File: config.mk
export PLATFORM = sky130hd
export DESIGN_NAME = mul_booth_r4
export DESIGN_NICKNAME = d
export VERILOG_FILES = /design/src/rtl/mul_pkg.sv /design/src/rtl/mul_booth_r4_enc.sv /design/src/rtl/mul_booth_r4.sv
export SDC_FILE = /design/constraint.sdc
export NUM_CORES = 1
export LEC_CHECK = 0
export ABC_CLOCK_PERIOD_IN_PS = 6800
export CAP_MARGIN = 20
export CORE_MARGIN = 4
export CORE_UTILIZATION = 45
export DETAILED_ROUTE_END_ITERATION = 16
export PLACE_DENSITY = 0.67
export SETUP_SLACK_MARGIN = 0.4
export SLEW_MARGIN = 20
export SYNTH_ARGS = -nofsm -noshare
export SYNTH_HDL_FRONTEND = slang
export SYNTH_SLANG_ARGS = --single-unit
File: constraint.sdc
create_clock -name clk -period 6.8 [get_ports clk]
set_input_delay 1.36 -clock clk [delete_from_list [all_inputs] [get_ports clk]]
set_output_delay 1.36 -clock clk [all_outputs]
set_load 0.05 [all_outputs]
File: src/rtl/mul_pkg.sv
// Shared types for the radix-4 Booth multiplier: FSM states, Booth digit
// encoding and the step-count helper.
package mul_pkg;

    typedef enum logic [1:0] {
        IDLE = 2'd0,
        RUN  = 2'd1,
        DONE = 2'd2
    } state_t;

    // Digit value is (neg ? -1 : +1) * (two ? 2 : one ? 1 : 0)
    typedef struct packed {
        logic neg;
        logic one;
        logic two;
    } booth_digit_t;

    function automatic int calc_iter(input int xlen);
        return (xlen + 2) / 2;
    endfunction

endpackage

File: src/rtl/mul_booth_r4_enc.sv
// Radix-4 Booth recoder: maps three overlapping multiplier bits to a digit
// in {-2,-1,0,+1,+2}.
module mul_booth_r4_enc
    import mul_pkg::*;
(
    input  logic [2:0]   bits_i,
    output booth_digit_t digit_o
);

    always_comb begin
        digit_o = '0;
        case (bits_i)
            3'b001, 3'b010: digit_o.one = 1'b1;
            3'b011:         digit_o.two = 1'b1;
            3'b100: begin
                digit_o.neg = 1'b1;
                digit_o.two = 1'b1;
            end
            3'b101, 3'b110: begin
                digit_o.neg = 1'b1;
                digit_o.one = 1'b1;
            end
            default: ;
        endcase
    end

endmodule

File: src/rtl/mul_booth_r4.sv
// Iterative radix-4 Booth multiplier covering MUL/MULH/MULHSU/MULHU.
// Optional MUL_BOOTH_ZERO_BYPASS_EN: zero operands finish one cycle after accept.
module mul_booth_r4
    import mul_pkg::*;
#(
    parameter int XLEN = 32
) (
    input  logic            clk,
    input  logic            reset,
    input  logic            in_valid,
    output logic            in_ready,
    input  logic [XLEN-1:0] a,
    input  logic [XLEN-1:0] b,
    input  logic            a_signed,
    input  logic            b_signed,
    input  logic            hi,
    input  logic            kill,
    output logic            out_valid,
    input  logic            out_ready,
    output logic [XLEN-1:0] result
);

    localparam int ITER  = calc_iter(XLEN);
    localparam int EW    = XLEN + 2;   // extended operand width
    localparam int AW    = XLEN + 4;   // upper partial product width
    localparam int BW    = XLEN + 3;   // Booth register {b_ext, 0}
    localparam int CNT_W = $clog2(ITER + 1);

    state_t            state_q;
    logic              out_valid_q;
    logic [XLEN-1:0]   result_q;
    logic [CNT_W-1:0]  cnt_q;
    logic [AW-1:0]     acc_q;
    logic [BW-1:0]     booth_q;
    logic [EW-1:0]     a_ext_q;
    logic              hi_q;

    booth_digit_t      digit;
    logic [AW-1:0]     mult_pos;
    logic [AW-1:0]     mult;
    logic [AW-1:0]     sum;
    logic [AW-1:0]     acc_d;
    logic [BW-1:0]     booth_d;
    logic [XLEN-1:0]   result_d;
    logic [EW-1:0]     a_ext_d;
    logic [EW-1:0]     b_ext_d;
    logic              accept;
    logic              zero_op;

    mul_booth_r4_enc u_enc (
        .bits_i  (booth_q[2:0]),
        .digit_o (digit)
    );

    assign in_ready  = (state_q == IDLE) || ((state_q == DONE) && out_ready);
    assign out_valid = out_valid_q;
    assign result    = result_q;
    assign accept    = in_valid && in_ready;

    assign a_ext_d = a_signed ? {{2{a[XLEN-1]}}, a} : {2'b00, a};
    assign b_ext_d = b_signed ? {{2{b[XLEN-1]}}, b} : {2'b00, b};

`ifdef MUL_BOOTH_ZERO_BYPASS_EN
    assign zero_op = (a == '0) || (b == '0);
`else
    assign zero_op = 1'b0;
`endif

    always_comb begin
        mult_pos = '0;
        if (digit.one) begin
            mult_pos = {{2{a_ext_q[EW-1]}}, a_ext_q};
        end else if (digit.two) begin
            mult_pos = {a_ext_q[EW-1], a_ext_q, 1'b0};
        end
        mult = digit.neg ? (~mult_pos + 1'b1) : mult_pos;
        sum  = acc_q + mult;
        {acc_d, booth_d} = $signed({sum, booth_q}) >>> 2;
        // After the last shift the product sits one bit above the bottom of {acc, booth}
        result_d = hi_q ? {acc_d[XLEN-3:0], booth_d[BW-1:BW-2]} : booth_d[XLEN:1];
    end

    always_ff @(posedge clk) begin
        if (reset) begin
            state_q     <= IDLE;
            out_valid_q <= 1'b0;
            result_q    <= '0;
            cnt_q       <= '0;
            acc_q       <= '0;
            booth_q     <= '0;
            a_ext_q     <= '0;
            hi_q        <= 1'b0;
        end else if (kill) begin
            state_q     <= IDLE;
            out_valid_q <= 1'b0;
        end else if (accept) begin
            state_q     <= RUN;
            out_valid_q <= 1'b0;
            acc_q       <= '0;
            a_ext_q     <= a_ext_d;
            hi_q        <= hi;
            if (zero_op) begin
                // A single all-zero step lands in DONE with a zero product
                cnt_q   <= CNT_W'(ITER - 1);
                booth_q <= '0;
            end else begin
                cnt_q   <= '0;
                booth_q <= {b_ext_d, 1'b0};
            end
        end else begin
            case (state_q)
                IDLE: ;
                RUN: begin
                    acc_q   <= acc_d;
                    booth_q <= booth_d;
                    cnt_q   <= cnt_q + 1'b1;
                    if (cnt_q == CNT_W'(ITER - 1)) begin
                        state_q     <= DONE;
                        out_valid_q <= 1'b1;
                        result_q    <= result_d;
                    end
                end
                DONE: begin
                    if (out_ready) begin
                        state_q     <= IDLE;
                        out_valid_q <= 1'b0;
                    end
                end
                default: begin
                    state_q     <= IDLE;
                    out_valid_q <= 1'b0;
                end
            endcase
        end
    end

endmodule

# Yosys cells after proc, flatten, opt, wreduce, memory -nomap -nowiden
# Cells that the tools add are included.
# Widths: inputs -> output; s select.
# word_totals
reg_bits	146
in_bits	72
out_inout_bits	34
elab_cells	67
# classes
n_addsub	3
eq_ne	14
mux	22
n_bitwise	4
n_reduce_logical	15
# ops
op	count
$mux 36	5
$mux 35	2
$mux 34	2
$add 36x1->36 const B	1
$add 36x36->36	1
$not 36->36	1
$mux 32	1
$mux 5	2
$eq 3x3->1 const B	3
$eq 3x2->1 const B	2
$mux 1	6
$ne 2x2->1 const B	3
$ne 3x3->1 const B	2
$pmux 2 s3	1
$reduce_and 3->1	2
$reduce_or 3->1	2
$add 5x1->5 const B	1
$eq 5x5->1 const B	1
$mux 2	2
$reduce_and 2->1	2
$reduce_and 4->1	1
$reduce_or 2->1	2
$reduce_or 4->1	1
$eq 3x1->1 const B	1
8 further kinds	11

# Depth between registers and ports, before layout
# depth
ltp_word	11
ltp_mapped	26
mapped_depth_nobuf	22

# Cells and area by module
# Synthesis repeated with hierarchy kept, for this count alone.
# unflattened
hier_cells	1179
hier_area_um2	9141.3
# by_module_without_submodules
mod	instances	cells_each	area_per_inst_um2	seq_area_each_um2
mul_booth_r4	1	1174	9110.0	2842.7
mul_booth_r4_enc	1	5	31.3	0.0

# Worst setup path before layout
# No wires, ideal clock.
# synth_timing
path_type	register -> register
startpoint	register booth_q[0]
endpoint	register result_q[29], in the netlist result[29]
setup_time_ns	0.119
arrival_time_ns	4.973
required_time_ns	6.681
slack_ns	1.709
path_stages_with_launch	25
path_buffers	6
synth_period_minus_slack_ns	5.091
cell_sequence	dfxtp_1 -> inv_1 -> ha_1 -> buf_4 -> clkbuf_1 -> clkbuf_1 -> clkbuf_1 -> buf_1 -> a22oi_1 -> ha_1 -> nand3_1 -> or2_2 -> o21ai_0 -> xor2_1 -> ha_1 -> buf_2 -> and4_1 -> nand3_1 -> nand3b_1 -> a21oi_1 -> o21ai_2 -> o21ai_0 -> a31oi_1 -> mux2i_1 -> o221a_2
# synth_via
elab_chain_len	10
elab_cells_between_ends	19
cone_classes	add/sub: 2; eq/ne: 6; mux: 7; bitwise: 1; reduce/logical: 3
# synth_rtl
item	line	source
from (decl)	mul_booth_r4.sv:34	logic [BW-1:0] booth_q;
from (signal assigned)	mul_booth_r4.sv:108	booth_q <= {b_ext_d, 1'b0};
from (signal assigned)	mul_booth_r4.sv:115	booth_q <= booth_d;
$eq 3x2->1 / $eq 3x3->1 (equally long branches)	mul_booth_r4_enc.sv:12	case (bits_i)
$reduce_or 2->1 (no source line)	--	
$mux 1	mul_booth_r4_enc.sv:12	
$mux 36	mul_booth_r4.sv:73	end else if (digit.two) begin
$mux 36	mul_booth_r4.sv:71	if (digit.one) begin
$not 36->36	mul_booth_r4.sv:76	mult = digit.neg ? (~mult_pos + 1'b1) : mult_pos;
$add 36x1->36	mul_booth_r4.sv:76	
$mux 36 *	mul_booth_r4.sv:76	
$add 36x36->36 *	mul_booth_r4.sv:77	sum = acc_q + mult;
$mux 32 *	mul_booth_r4.sv:80	result_d = hi_q ? {acc_d[XLEN-3:0], booth_d[BW-1:BW-2]} : booth_d[XLEN:1];
to (signal assigned)	mul_booth_r4.sv:120	result_q <= result_d;
to (decl)	mul_booth_r4.sv:31	logic [XLEN-1:0] result_q;
# Every way passes the cells marked *; elsewhere a longest branch is shown, timed or not.
# A chain may end at the register's enable or synchronous reset.

# Worst setup path after layout
# layout_timing
startpoint	register booth_q[0]
endpoint	register acc_q[30]
# layout_via
elab_chain_len	11
elab_cells_between_ends	20
cone_classes	add/sub: 2; eq/ne: 6; mux: 8; bitwise: 1; reduce/logical: 3
# layout_rtl
item	line	source
$eq 3x2->1 / $eq 3x3->1 (equally long branches)	mul_booth_r4_enc.sv:12	
$reduce_or 2->1 (no source line)	--	
$mux 1	mul_booth_r4_enc.sv:12	
$mux 36	mul_booth_r4.sv:73	
$mux 36	mul_booth_r4.sv:71	
$not 36->36	mul_booth_r4.sv:76	
$add 36x1->36	mul_booth_r4.sv:76	
$mux 36 *	mul_booth_r4.sv:76	
$add 36x36->36 *	mul_booth_r4.sv:77	
$mux 36 *	mul_booth_r4.sv:111	case (state_q)
$mux 36 *	mul_booth_r4.sv:96	end else if (accept) begin
to (signal assigned)	mul_booth_r4.sv:89	acc_q <= '0;
to (signal assigned)	mul_booth_r4.sv:99	acc_q <= '0;
to (signal assigned)	mul_booth_r4.sv:114	acc_q <= acc_d;
to (decl)	mul_booth_r4.sv:33	logic [AW-1:0] acc_q;
# Every way passes the cells marked *; elsewhere a longest branch is shown, timed or not. The select of a mux whose other input is x is not followed.

==> results.yml <==
logic_synthesis:
  yosys.area_share.adder: 0.0610
  postSynthCellCount: 1146
  ys_seq_elements: 142
  synth_edf_count: 0
  synth.distinct_cells: 68
  synth.area.mux_share: 0.0662
  syn_avg_cell_area_sq_um: 7.80
  synth_compound_area_frac: 0.261
  synth_top_family_by_area: "compound AO/OA/AOI/OAI gates"
  synth_area_sq_um: 8940
  yosys.area_share.xor_xnor: 0.0627
  ys.warnings.count: 0
  syn-num-nets: 1261
  async_flop_share: 0
  yosysSeqAreaShare: 0.318
  synthSimpleGateAreaFrac: 0.191
  synth-main-ff-cell: "dfxtp_1"
finish:
  area_growth_pct: 20.2
  instances_no_fill: 1485
  drive_above_1_share: 0.0590
  fin_nets: 1322
  fin_util: 0.550
  nFillCells: 1909
  layout_commonest_cell: "nand2_1"
  n_antenna_cell: 0
  multi_input_area_sq_um: 5760
  mostFrequentLayoutCells: "nand2_1 (142), dfxtp_1 (141), nor2_1 (122), a21oi_1 (122), clkdlybuf4s50_1 (104)"
  seqCellArea_sq_um: 2840
power:
  power.leakage_nw: 4.00
  p_sw_frac: 0.286
  vdd_ir_drop_max_mv: 0.156
  switching_power_uw: 605
  combPwrFrac: 0.137
  powerDensity_nw_per_um2: 197
  seqPwrFrac: 0.420
  p_int_mw: 1.51
  p_clk_frac: 0.443
die:
  die_h_microns: 149
  fp.dieW_microns: 149
  core_area_sq_um: 19500
  start_util: 0.458
  rows: 51
  dieArea_sq_um: 22200
  num_io_pins: 106
detailed_routing:
  drtIter0Drc: 539
  drt_pre_antenna_iters: 6
  post_drt_wl_per_cell_microns: 16.6
  drc: 0
  postRouteAntennaNets: 0
  dr_total_vias: 8366
  wl_mm: 24.6
  viasPerCell: 5.63
clock_tree:
  cts_tree: "built"
  cts_resized: 0
  cts_hold_buf: 0
  cts_sinks: 142
  clk_pin_slew_ns: 0.06
  post-cts-setup-buffers: 0
  clkLatencyLatePin_ns: 0.43
  h-tree-depth: 4
  numCtsBuffers: 17
  root_buffer: "clkbuf_16"
  cts_buffer_depth: 2
min_path:
  hold_class: "reg2reg"
  holdPathStages: 2
place:
  port_buffers: 105
  dp_hpwl_mm: 17.7
  placed_cells: 1453
  gp_congestion: 0.965
critical_path:
  path_class: "reg2reg"
  cp-start-kind: "register"
  cp.arrival_ns: 5.72
  critical_path_peak_fanout: 58
  critPathCaptureType: "register"
  crit_required_ns: 7.10
  r2r_cells: 19
global_route:
  grt_usage: 0.224
  antenna_found_initial: 0
  overflow: 0
  grt_pass1_vias: 8130
  grt_pass1_wl_mm: 40.6
  grt_max_degree: 88
timing:
  tightest_slew_ns: 0.952
  rsz0062_at_grt: "no"
  fmax_mhz: 185
  finalCritPeriodShare: 0.797
  maxSlewViolCount: 0
  maxSlewHeadroom: 0.365
  final.setup.tns_ns: 0
  finalHoldViolCount: 0
  final-setup-viol-count: 0
  post-route-min-period_ns: 5.42
  fin_skew_ns: 0.00969
status:
  outcome: "finished clean"
job:
  drv_cap: 0
-- layout make-up --
cell class / instances / area share
Clock buffer: 18 / 0.0409
Clock inverter: 14 / 0.0136
Inverter: 18 / 0.00629
Multi-Input combinational cell: 909 / 0.536
Sequential cell: 142 / 0.265
Tap cell: 265 / 0.0309
Timing Repair Buffer: 119 / 0.107
-- Yosys cell counts (16+ instances only) --
| cell | n | area [sq um] |
|---|---|---|
| a211oi_1 | 70 | 526 |
| a21o_1 | 16 | 120 |
| a21oi_1 | 122 | 611 |
| a22oi_1 | 26 | 195 |
| clkbuf_1 | 68 | 255 |
| dfxtp_1 | 142 | 2840 |
| ha_1 | 42 | 526 |
| inv_1 | 18 | 67.6 |
| mux2i_1 | 58 | 581 |
| nand2_1 | 143 | 537 |
| nand3_1 | 24 | 120 |
| nor2_1 | 123 | 462 |
| nor3_1 | 18 | 90.1 |
| o21ai_0 | 48 | 240 |
| xnor2_1 | 28 | 245 |
| xor2_1 | 36 | 315 |
-- power groups by stage --
stage	registers (mW)	logic, mW	clock network (mW)
2_1_floorplan	0.895	0.195	0
3_3_place_gp	0.905	0.285	0
3_5_place_dp	0.906	0.287	0
4_1_cts	0.887	0.289	0.952
5_1_grt	0.891	0.322	0.990
6_report	0.887	0.290	0.936
-- critical path, cell delays in order (launching register included) --
cell and delay, ns:
dfxtp_1 0.38, inv_1 0.08, ha_2 0.44, buf_4 0.50
nor2_1 0.13, a22oi_1 0.22, ha_1 0.27, nand3_1 0.18
or2_2 0.33, o21ai_0 0.21, xor2_1 0.17, ha_1 0.34
and4_1 0.23, a21oi_1 0.28, a31oi_1 0.20, a221oi_1 0.68
nor2_1 0.13, a211oi_1 0.28, xor2_1 0.16, o21ai_0 0.08
-- kinds of logic (layout without fill, tap and decap cells) --
| kind of cell | after synthesis | after routing |
|---|---|---|
| DFF | 142 | 142 |
| and+or+nand+nor | 381 | 381 |
| muxes | 59 | 59 |
| buffers and inverters | 95 | 169 |
| xor gates and xnor gates | 64 | 64 |
| AOI/OAI and AO/OA | 362 | 362 |
| adders and majority gates | 43 | 43 |
-- layer usage --
layer | global-route usage | part of all wire | wire, microns | up-vias
li1 | - | - | - | 4251
met1 | 0.291 | 0.44 | 10900 | 3872
met2 | 0.377 | 0.49 | 12100 | 195
met3 | 0.0349 | 0.039 | 950 | 48
met4 | 0.0828 | 0.027 | 669 | 0
met5 | 0 | 0 | 0 | -
-- final timing paths --
kind                           startpoint                     end  slack [ns]
setup / recovery  booth_q[0]$_SDFFE_PP0P_  acc_q[30]$_SDFFE_PP0P_        1.38
setup reg to reg  booth_q[0]$_SDFFE_PP0P_  acc_q[30]$_SDFFE_PP0P_        1.38
hold reg to reg    acc_q[11]$_SDFFE_PP0P_  acc_q[11]$_SDFFE_PP0P_        0.44
hold / removal     acc_q[11]$_SDFFE_PP0P_  acc_q[11]$_SDFFE_PP0P_        0.44
-- state kept, by name, indices dropped and copies added (netlist names) --
signal and cells:
a_ext_q 33, acc_q 34, booth_q 35, cnt_q 5, hi_q 1, result 32, state_q 2
-- stage by stage --
stage                     cell area [sq um]  hold slack [ns]  worst slack [ns]  total power, mW
final                                 10700            0.444              1.38             2.11
after CTS                             10700            0.447              1.44             2.13
after detailed placement              10200            0.440              1.51             1.19
after global routing                  10700            0.477             0.893             2.20
after floorplan                        8940            0.422              1.71             1.09
after global placement                10200            0.432              1.59             1.19
(Power assumes the default switching activity.)
